<file path="src/rtl/rv32i_lsu.sv">
// Load/store unit: turns a core memory request into one word-aligned bus transaction,
// stalls the core until it completes, and reports misalignment or bus timeout as a fault.
module rv32i_lsu #(
  parameter int unsigned TIMEOUT_CYCLES = 255
) (
  input  logic        clk,
  input  logic        reset_n,
  input  logic [1:0]  core_op,
  input  logic [1:0]  core_size,
  input  logic        core_unsigned,
  input  logic [31:0] core_addr,
  input  logic [31:0] core_wdata,
  output logic        core_stall,
  output logic [31:0] core_rdata,
  output logic        core_rdata_valid,
  output logic        core_fault,
  output logic [1:0]  core_fault_cause,
  output logic        bus_req,
  output logic        bus_we,
  output logic [31:0] bus_addr,
  output logic [3:0]  bus_be,
  output logic [31:0] bus_wdata,
  input  logic        bus_ack,
  input  logic [31:0] bus_rdata
);

  localparam int unsigned CNT_W = (TIMEOUT_CYCLES == 0) ? 1 : $clog2(TIMEOUT_CYCLES + 1);
  localparam logic        TO_EN = (TIMEOUT_CYCLES != 0);

  localparam logic [1:0] OP_LOAD  = 2'b01;
  localparam logic [1:0] OP_STORE = 2'b10;

  localparam logic [1:0] SZ_BYTE = 2'b00;
  localparam logic [1:0] SZ_HALF = 2'b01;
  localparam logic [1:0] SZ_WORD = 2'b10;

  localparam logic [1:0] CAUSE_LD_MIS  = 2'b01;
  localparam logic [1:0] CAUSE_ST_MIS  = 2'b10;
  localparam logic [1:0] CAUSE_TIMEOUT = 2'b11;

  typedef enum logic [1:0] {
    S_IDLE  = 2'b00,
    S_REQ   = 2'b01,
    S_DONE  = 2'b10,
    S_FAULT = 2'b11
  } state_e;

  state_e           state_q, state_d;
  logic [CNT_W-1:0] cnt_q, cnt_d;
  logic             bus_req_q, bus_req_d;
  logic             bus_we_q, bus_we_d;
  logic [31:0]      bus_addr_q, bus_addr_d;
  logic [3:0]       bus_be_q, bus_be_d;
  logic [31:0]      bus_wdata_q, bus_wdata_d;
  logic [1:0]       size_q, size_d;
  logic             uns_q, uns_d;
  logic [1:0]       off_q, off_d;
  logic [31:0]      rdata_q, rdata_d;
  logic             rdata_valid_q, rdata_valid_d;
  logic             fault_q, fault_d;
  logic [1:0]       cause_q, cause_d;
  logic             core_stall_c;

  logic             req_load, req_store, req_any;
  logic             misaligned;
  logic             timeout_hit;
  logic [CNT_W-1:0] cnt_inc;
  logic [3:0]       be_new;
  logic [31:0]      wdata_new;
  logic [7:0]       lane_b;
  logic [15:0]      lane_h;
  logic [31:0]      load_ext;

  assign req_load  = (core_op == OP_LOAD);
  assign req_store = (core_op == OP_STORE);
  assign req_any   = req_load | req_store;

  assign cnt_inc     = cnt_q + CNT_W'(1);
  assign timeout_hit = TO_EN && (cnt_inc == CNT_W'(TIMEOUT_CYCLES));

  // Alignment check; the reserved size always faults.
  always_comb begin
    case (core_size)
      SZ_BYTE: misaligned = 1'b0;
      SZ_HALF: misaligned = core_addr[0];
      SZ_WORD: misaligned = |core_addr[1:0];
      default: misaligned = 1'b1;
    endcase
  end

  // Lane enables and lane-replicated store data for the incoming request.
  always_comb begin
    be_new    = 4'b0000;
    wdata_new = core_wdata;
    case (core_size)
      SZ_BYTE: begin
        be_new    = 4'b0001 << core_addr[1:0];
        wdata_new = {4{core_wdata[7:0]}};
      end
      SZ_HALF: begin
        be_new    = core_addr[1] ? 4'b1100 : 4'b0011;
        wdata_new = {2{core_wdata[15:0]}};
      end
      default: begin
        be_new    = 4'b1111;
        wdata_new = core_wdata;
      end
    endcase
  end

  // Pick the addressed lane out of the read word and extend it.
  always_comb begin
    case (off_q)
      2'd0:    lane_b = bus_rdata[7:0];
      2'd1:    lane_b = bus_rdata[15:8];
      2'd2:    lane_b = bus_rdata[23:16];
      default: lane_b = bus_rdata[31:24];
    endcase
    lane_h = off_q[1] ? bus_rdata[31:16] : bus_rdata[15:0];
    case (size_q)
      SZ_BYTE: load_ext = {{24{lane_b[7] & ~uns_q}}, lane_b};
      SZ_HALF: load_ext = {{16{lane_h[15] & ~uns_q}}, lane_h};
      default: load_ext = bus_rdata;
    endcase
  end

  // State register.
  always_ff @(posedge clk or negedge reset_n) begin
    if (!reset_n) begin
      state_q <= S_IDLE;
    end else begin
      state_q <= state_d;
    end
  end

  // Next-state logic; an ack wins over a timeout landing in the same cycle.
  always_comb begin
    state_d = state_q;
    case (state_q)
      S_IDLE: begin
        if (req_any) begin
          state_d = misaligned ? S_FAULT : S_REQ;
        end
      end
      S_REQ: begin
        if (bus_ack) begin
          state_d = S_DONE;
        end else if (timeout_hit) begin
          state_d = S_FAULT;
        end
      end
      default: state_d = S_IDLE;
    endcase
  end

  // Output and datapath next values; pulses default low every cycle.
  always_comb begin
    core_stall_c  = 1'b0;
    cnt_d         = cnt_q;
    bus_req_d     = bus_req_q;
    bus_we_d      = bus_we_q;
    bus_addr_d    = bus_addr_q;
    bus_be_d      = bus_be_q;
    bus_wdata_d   = bus_wdata_q;
    size_d        = size_q;
    uns_d         = uns_q;
    off_d         = off_q;
    rdata_d       = rdata_q;
    rdata_valid_d = 1'b0;
    fault_d       = 1'b0;
    cause_d       = 2'b00;
    case (state_q)
      S_IDLE: begin
        if (req_any) begin
          core_stall_c = 1'b1;
          if (misaligned) begin
            fault_d = 1'b1;
            cause_d = req_load ? CAUSE_LD_MIS : CAUSE_ST_MIS;
          end else begin
            bus_req_d   = 1'b1;
            bus_we_d    = req_store;
            bus_addr_d  = {core_addr[31:2], 2'b00};
            bus_be_d    = be_new;
            bus_wdata_d = wdata_new;
            size_d      = core_size;
            uns_d       = core_unsigned;
            off_d       = core_addr[1:0];
            cnt_d       = '0;
          end
        end
      end
      S_REQ: begin
        core_stall_c = 1'b1;
        cnt_d        = cnt_inc;
        if (bus_ack) begin
          bus_req_d = 1'b0;
          if (!bus_we_q) begin
            rdata_d       = load_ext;
            rdata_valid_d = 1'b1;
          end
        end else if (timeout_hit) begin
          bus_req_d = 1'b0;
          fault_d   = 1'b1;
          cause_d   = CAUSE_TIMEOUT;
        end
      end
      default: ;
    endcase
  end

  // Datapath and output registers.
  always_ff @(posedge clk or negedge reset_n) begin
    if (!reset_n) begin
      cnt_q         <= '0;
      bus_req_q     <= 1'b0;
      bus_we_q      <= 1'b0;
      bus_addr_q    <= 32'h0;
      bus_be_q      <= 4'h0;
      bus_wdata_q   <= 32'h0;
      size_q        <= 2'b00;
      uns_q         <= 1'b0;
      off_q         <= 2'b00;
      rdata_q       <= 32'h0;
      rdata_valid_q <= 1'b0;
      fault_q       <= 1'b0;
      cause_q       <= 2'b00;
    end else begin
      cnt_q         <= cnt_d;
      bus_req_q     <= bus_req_d;
      bus_we_q      <= bus_we_d;
      bus_addr_q    <= bus_addr_d;
      bus_be_q      <= bus_be_d;
      bus_wdata_q   <= bus_wdata_d;
      size_q        <= size_d;
      uns_q         <= uns_d;
      off_q         <= off_d;
      rdata_q       <= rdata_d;
      rdata_valid_q <= rdata_valid_d;
      fault_q       <= fault_d;
      cause_q       <= cause_d;
    end
  end

  assign core_stall       = core_stall_c;
  assign core_rdata       = rdata_q;
  assign core_rdata_valid = rdata_valid_q;
  assign core_fault       = fault_q;
  assign core_fault_cause = cause_q;
  assign bus_req          = bus_req_q;
  assign bus_we           = bus_we_q;
  assign bus_addr         = bus_addr_q;
  assign bus_be           = bus_be_q;
  assign bus_wdata        = bus_wdata_q;

endmodule

</file>
<file path="config.mk">
export PLATFORM = sky130hd
export DESIGN_NAME = rv32i_lsu
export DESIGN_NICKNAME = d
export VERILOG_FILES = /design/src/rtl/rv32i_lsu.sv
export SDC_FILE = /design/constraint.sdc
export NUM_CORES = 1
export LEC_CHECK = 0
export CORE_UTILIZATION = 30
export DETAILED_ROUTE_END_ITERATION = 16
export RECOVER_POWER = 50
export SLEW_MARGIN = 20
export SYNTH_ARGS = -nofsm -noshare
export SYNTH_HDL_FRONTEND = slang
export SYNTH_SLANG_ARGS = --single-unit
</file>
<file path="constraint.sdc">
create_clock -name clk -period 4.74 [get_ports clk]
set_input_delay 1.185 -clock clk [delete_from_list [all_inputs] [get_ports clk]]
set_output_delay 1.185 -clock clk [all_outputs]
set_load 0.02 [all_outputs]
</file>
==> impl_results.md <==
- Worst Path Max Fanout: 5
- Port bufs: 208
- Worst hold margin: 0.479 ns
- CTS tree: yes
- Reg-to-reg slack, setup: between 2 and 2.5 ns
- Cell variety after synth: 56
- FF+latch count, synth: 119
- Worst reg2reg path endpoint: core_rdata[20]$_DFFE_PN0P_
- CP required: 3.56 ns
- Failing checks: capacitance limit, slew limit
- CP Launch Type: primary input
- # rows: 50
- Sum of negative setup slack: 0 ns
- Cell count after synthesis: between 500 and 600
- Max-slew headroom: -0.374
- Worst setup path startpoint: core_op[0]
- Synth Area in XOR/XNOR: 0.00448
- Worst vdd ir: 0.303 mV
- Die area: between 0.02 and 0.025 mm^2
- Type of the worst setup path: primary input to output pin
- Clock sink total: approximately 120
- Share of cells above drive strength 1: 0.135
- Antenna Nets Post-Route: 0
- Largest net degree at the start of global routing: just over 80
- TritonRoute pass-1 iters: 5
- Seq/Total Area, Yosys: 0.508
- CP Data Arrival Time: 3.11 ns
- CP Capture Type: output pin
- PD cells: 661 mW/mm^2
- Worst Hold Class: flop to flop
- Post-CTS resize count: 0
- Final Skew: 0.0119 ns
- Hold Fails Final Rpt: 0
- Reg clk slew, reported paths: 0.05 ns
- Total power: ~5.7 mW
- Vias per cell: 4.88
- Initial drt markers: 280
- Gpl congestion: slightly above 0.8
- Num CTS Buffers: 17
- Vias in the first global route: 5103
- Clk buf depth: 2
- Compound-Gate Fraction of Synth Area: 0.155
- Initial antenna violation count: 0
- Routed wire length: 17400 um
- Postcts setup bufs: 0
- Final setup fails: 0
- First-pass GRT wire length: 27100 um
- H-tree depth: 4
- Area share of the largest cell type after synthesis: 0.508
- Syn avg cell area: 10.9 um^2
- Number of synthesized flops with an enable pin: 0
- Post-Synthesis Cell Area: between 0.005 and 0.006 mm^2
- Area leader, netlist: dfrtp_1
- Worst slew pin tran: about 2.1 ns
- Number of max-cap violations: 1
- Die W: roughly 140 um
- Combinational family with the most area after synthesis: multiplexers
- RSZ-0062 raised after global routing: false
- Total core area: 0.0190 mm^2
- Reg-to-Reg Start: state_q[0]$_DFFE_PN0P_
- Final nets: roughly 840
- Die Ht: around 140 um
- Most frequent cells in the layout: clkdlybuf4s50_1, dfrtp_1, a21oi_1
- Worst setup path endpoint: core_stall
- Post-synthesis simple-gate area fraction: 0.114
- Largest cells by area after synthesis: dfrtp_1, mux2_2, mux2_4, a21oi_1, mux2i_1
- Status: finished, violations left
- Tmin final: 4.30 ns
- Post-route DRC: 0
- Root Driver: clkbuf_16
- Leakage power: 3.68 nW
- Syn-to-layout area delta: 46.7%
- Mux share of post-synthesis cell area: 0.157
- Vias: 4883
- WL per Instance: 17.4 um
- Dominant synthesized flop cell: dfrtp_1
- Io pins: ~210
- Total global-route track usage: 0.175
- Dpl hpwl: 12400 um
- Commonest non-fill, non-tap cell in the layout: clkdlybuf4s50_1
- GRT Residual Overflow: 0
- Final slew viol count: 82
- Yosys Warn Count: 0
- Part of the cycle the worst path needs: 0.906
- Hold-fix buffers, CTS: 0
- Clock Latency Late Sink: 0.41 ns
- Post-synthesis adder-cell area fraction: 0.00854
- Starting density of the core: 0.309
- Number of diodes: 0
- Ys async rst share: 1.00
- Reg2Reg Depth: 5
- Fmax: approximately 230 MHz
## worst min path at each step
stage,start,endpoint,slack [ns],cells past startpoint
global placement,bus_be[0]$_DFFE_PN0P_,bus_be[0]$_DFFE_PN0P_,0.46,1
finish,bus_addr[30]$_DFFE_PN0P_,bus_addr[30]$_DFFE_PN0P_,0.48,1
global route,bus_wdata[4]$_DFFE_PN0P_,bus_wdata[4]$_DFFE_PN0P_,0.51,1
floorplan,cnt_q[3]$_DFFE_PN0P_,cnt_q[3]$_DFFE_PN0P_,0.49,1
detailed placement,bus_be[0]$_DFFE_PN0P_,bus_be[0]$_DFFE_PN0P_,0.47,1
CTS,bus_be[0]$_DFFE_PN0P_,bus_be[0]$_DFFE_PN0P_,0.49,1
## worst max-delay path: stages
cell and delay [ns]:
clkdlybuf4s50_1 0.49, inv_1 0.05, ha_1 0.36, a21oi_1 0.35, clkdlybuf4s50_1 0.68
## routing by layer
layer | vias to the layer above | global-route usage | part of all wire
met1 | 2394 | 0.218 | 0.44
met4 | 0 | 0.0640 | 0.014
met3 | 17 | 0.0564 | 0.063
met5 | - | 0 | 0
li1 | 2308 | - | -
met2 | 164 | 0.284 | 0.48
## cells in the mapped netlist, drive strengths merged, types with 4 or more instances
cell    number
a211o        8
a21o         9
a21oi       55
a22oi        7
a31oi        5
buf         23
clkbuf      22
dfrtp      119
ha           4
inv          9
mux2        52
mux2i       24
nand2       53
nand3       36
nor2        20
nor2b        9
o21a         4
o21ai       19
o21ba        6
o31ai        7
or3          8
## cell type report
cell class | count | area, um^2
fill | 1783 | 10400
sequential | 119 | 2980
multi-input combinational | 366 | 2590
timing repair buffer | 216 | 2140
clock buffer | 23 | 488
tap | 260 | 325
clock inverter | 8 | 48.8
inverter | 9 | 33.8
## metrics by stage
| stage | area, um^2 | cells | util | worst slack [ns] |
|---|---|---|---|---|
| 2_1_floorplan | 5870 | 539 | - | 1.53 |
| 3_3_place_gp | 8070 | 970 | 0.426 | 0.500 |
| 3_5_place_dp | 8070 | 970 | 0.426 | 0.469 |
| 4_1_cts | 8610 | 1001 | 0.454 | 0.435 |
| 5_1_grt | 8600 | 1001 | 0.454 | 0.328 |
| 6_report | 8600 | 1001 | 0.454 | 0.444 |
## power breakdown
| group | switching (mW) | internal, mW | total, mW | leakage, nW |
|---|---|---|---|---|
| Sequential | 0.379 | 1.49 | 1.87 | 1.43 |
| Clock | 0.450 | 0.716 | 1.17 | 0.265 |
| Combinational | 1.36 | 1.29 | 2.65 | 1.98 |
| Total | 2.18 | 3.50 | 5.68 | 3.68 |
## cells by family after synthesis
logic type      after synthesis
mux                          77
compound gates              138
fa+ha+maj                     4
buf+inv                      54
xor+xnor                      3
flops                       119
simple gates                142
other cells                   1
## flip-flops by register name, summed over array words and instances, names as in the netlist
register and flops:
bus_addr 30, core_fault 1, off_q 2, bus_be 4
size_q 2, uns_q 1, state_q 2, core_fault_cause 2
bus_we 1, core_rdata 32, bus_req 1, bus_wdata 32
cnt_q 8, core_rdata_valid 1
Power figures use the tool's default switching activity.
==> edit 1 (same flow settings) <==
`TIMEOUT_CYCLES`: 255 -> 510.
--- a/src/rtl/rv32i_lsu.sv
+++ b/src/rtl/rv32i_lsu.sv
@@ -2,5 +2,5 @@
 // stalls the core until it completes, and reports misalignment or bus timeout as a fault.
 module rv32i_lsu #(
-  parameter int unsigned TIMEOUT_CYCLES = 255
+  parameter int unsigned TIMEOUT_CYCLES = 510
 ) (
   input  logic        clk,
Behaviour: no difference found for any inputs over 4 cycles, from zero or initial values and one cycle with reset_n low; that may be too few to reach the edited logic, so the function may still have changed.
==> edit 1 against the original RTL <==
Combinational power is 3% lower. The flow still finishes with violations (capacitance limit, slew limit). Fmax about the same. Setup slack got worse by 0.0043 ns. Via count decreased by 4.0%. Synthesized area is 3.5% lower. Global-route usage fell by 0.89 points. Clock skew fell by 0.0044 ns. Routed wire length shrank 11%. Die area decreased by 3.4%. Synthesized cell count fell by 1.1%. Sequential cell count is 1 higher. Highest routed layer unchanged. Final area is 1.3% lower. Total power up 1.0%.
==> edit 1: results (changes against the original RTL) <==
[outcome]
outcome = complete, but fails checks
violations = capacitance limit, slew limit

[logic_synthesis]
synth_compound_area_share_pct = 15.1  ; -0.39 points
synth_top_family_by_area = compound AO/OA/AOI/OAI gates
synth_common_cells = dfrtp_1, nand2_1, a21oi_1
synth-seq-area-share_pct = 53.1  ; +2.3 points
synth_cell_type_count = 55  ; -1.8%

[cells_and_area]
regArea_sq_um = 3000  ; +0.84%
drive_above_1_share_pct = 12.4  ; -1.1 points
nFillCells = 1657  ; -7.1%

[placed_design]
dp_cells = 939  ; -3.2%
preCtsSetupSlack_ns = 0.539  ; +0.0704 ns
gp_congestion = 0.864  ; +5.9%

[grt]
grt_pass1_wl_um = 25600  ; -5.7%
grt_max_degree = 121  ; +48%
grt_pass1_vias = 4783  ; -6.3%

[sta]
fin_skew_ns = 0.00748  ; -0.00441 ns
max-slew-margin-rel_pct = -101  ; -64 points
whs_ns = 0.469  ; -0.0106 ns
min_period_ns = 4.30  ; +0.00428 ns
slew_viol_final = 121  ; +48%

[power]
power_clock_w = 0.00135  ; +15%
peakVddDrop_mv = 0.330  ; +8.8%
p_leak_nw = 3.66  ; -0.63%

[detailed_routing]
drt_wl_total_um = 15600  ; -11%
avgRoutedWirePerCell_um = 16.1  ; -7.8%

[worst_setup_path]
reg2reg_slack_ns = 2.49  ; +0.32 ns
max_stage_delay_ns = 0.61  ; -0.07 ns

[job]
cap_viol_max_count = 1  ; unchanged

[edit 1: worst paths after layout]
| check | from | endpoint | cells past startpoint |
|---|---|---|---|
| max | core_op[0] | core_stall | 6 |
| min | bus_wdata[27] | bus_wdata[27] | 2 |
| max reg2reg | off_q[1] | core_rdata[10] | 4 |
| min reg2reg | bus_wdata[27] | bus_wdata[27] | 2 |
| max in group asynchronous | reset_n | bus_wdata[25] | 2 |
| min in group asynchronous | reset_n | core_rdata[25] | 2 |
[edit 1: routing by layer]
| layer | track usage [%] | share of wire [%] |
|---|---|---|
| met1 | 21.7 | 45 |
| met3 | 4.58 | 7.0 |
| met2 | 26.5 | 46 |
| met5 | 0 | 0 |
| met4 | 5.79 | 1.3 |
[edit 1: cell type report]
type                       count  share of cell area, %
tap                          229                   3.38
clock inverter                11                   1.71
timing repair buffer         214                   25.0
inverter                      13                  0.575
multi-input combinational    363                   28.3
sequential                   120                   35.4
clock buffer                  21                   5.66
==> edit 2 (same flow settings) <==
Without the edit above. The output `core_fault` loses its register stage (`fault_q` becomes a continuous assignment).
--- a/src/rtl/rv32i_lsu.sv
+++ b/src/rtl/rv32i_lsu.sv
@@ -223,5 +223,4 @@
       rdata_q       <= 32'h0;
       rdata_valid_q <= 1'b0;
-      fault_q       <= 1'b0;
       cause_q       <= 2'b00;
     end else begin
@@ -237,8 +236,9 @@
       rdata_q       <= rdata_d;
       rdata_valid_q <= rdata_valid_d;
-      fault_q       <= fault_d;
       cause_q       <= cause_d;
     end
   end
+
+  assign fault_q = fault_d;
 
   assign core_stall       = core_stall_c;
Formal check against the unedited RTL: not equivalent (a bounded check fails within 4 cycles, from zero or initial values and one cycle with reset_n low).
==> edit 2 against the original RTL <==
The flow still finishes with violations (capacitance limit, slew limit). Sequential cell count decreased by 1. Total power increased by 5.3%. Global-route usage increased by 0.45 points. Final area increased by 1.4%. Setup slack got worse by 0.099 ns. Cell count increased by 0.40%. Critical path depth increased by 1. Synthesized area decreased by 0.43%. Routed wire length increased by 1.7%. Via count increased by 1.3%. Non-clock buffer count increased by 4. Critical endpoint is now core_fault. Largest power group unchanged.
==> edit 2: results (changes against the original RTL) <==
[grt]
grt_usage_pct = 18.0  ; +0.45 points
grt_pass1_vias = 5232  ; +2.5%
grt_pass1_wl_um = 27900  ; +2.8%
grt_max_degree = 55  ; -33%

[placed_design]
gp_congestion = 0.792  ; -2.9%
dpl_cell_area_sq_um = 8070  ; about the same
dp_cells = 973  ; +0.31%
place_hpwl_um = 12700  ; +2.2%

[logic_synthesis]
synthCells = 537  ; -0.19%
synth_common_cells = dfrtp_1, a21oi_1, nand2_1
synth-seq-area-share_pct = 50.6  ; -0.21 points

[outcome]
violations = capacitance limit, slew limit
outcome = complete, but fails checks

[detailed_routing]
drtIter0Drc = 315  ; +13%
avgRoutedWirePerCell_um = 17.6  ; +1.3%

[worst_setup_path]
reg2reg_depth = 6  ; +1
max_stage_delay_ns = 0.64  ; -0.04 ns
arrival_ns = 3.21  ; +0.10 ns

[power]
p_leak_nw = 3.74  ; +1.5%

[worst_hold_path]
worstHoldStart = core_rdata[6]

[sta]
fin_skew_ns = 0.0122  ; +0.000296 ns
max-slew-margin-rel_pct = -98.0  ; -61 points
slew_viol_final = 55  ; -33%

[job]
cap_viol_max_count = 1  ; unchanged

[cells_and_area]
fin_cells = 1005  ; +0.40%
drive_above_1_share_pct = 14.1  ; +0.60 points

## edit 2: path summary, 6_finish.rpt
path                                       end  slack (ns)
max in group asynchronous             cnt_q[3]        1.15
worst max-delay path                core_fault        0.35
worst max register to register  core_rdata[28]        2.03
worst min register to register   core_rdata[6]        0.48
worst min-delay path             core_rdata[6]        0.48
min in group asynchronous         bus_addr[26]        1.74
## edit 2: worst min-delay path, cell delays in order (launching register included)
cell and delay, ns:
dfrtp_1 0.33, nand2_1 0.04, o21ai_0 0.06
## edit 2: area by class of cell
| cell class | instances | area (sq um) |
|---|---|---|
| fillers | 1762 | 10200 |
| flip-flops and latches | 118 | 2950 |
| multi-input cells | 366 | 2590 |
| repair buffers | 220 | 2160 |
| clock buffers | 20 | 467 |
| well taps | 260 | 325 |
| clock inverters | 12 | 198 |
| inverters | 9 | 33.8 |
## edit 2: kinds of logic (layout without fill, tap and decap cells)
family                   after synthesis  after routing  synth area share [%]
buffers and inverters                 54            261                  5.23
XOR/XNOR                               3              3                 0.450
adder cells (fa/ha/maj)                4              4                 0.857
AO/OA/AOI/OAI                        138            138                  15.6
other                                  1              2                0.0642
flip-flops                           118            118                  50.6
AND/OR/NAND/NOR                      142            142                  11.4
multiplexers                          77             77                  15.8
## edit 2: layer usage
metal | GRT usage, % | vias up | wire (um)
met1 | 22.4 | 2434 | 7470
li1 | - | 2322 | -
met4 | 5.66 | 0 | 172
met2 | 29.7 | 174 | 8740
met3 | 5.64 | 15 | 1320
met5 | 0 | - | 0
## edit 2: power by group
part	internal (W)	leakage, nW	total (W)	switching, W
Combinational	0.00130	2.00	0.00267	0.00137
Clock	0.000975	0.322	0.00146	0.000481
Sequential	0.00148	1.42	0.00186	0.000377
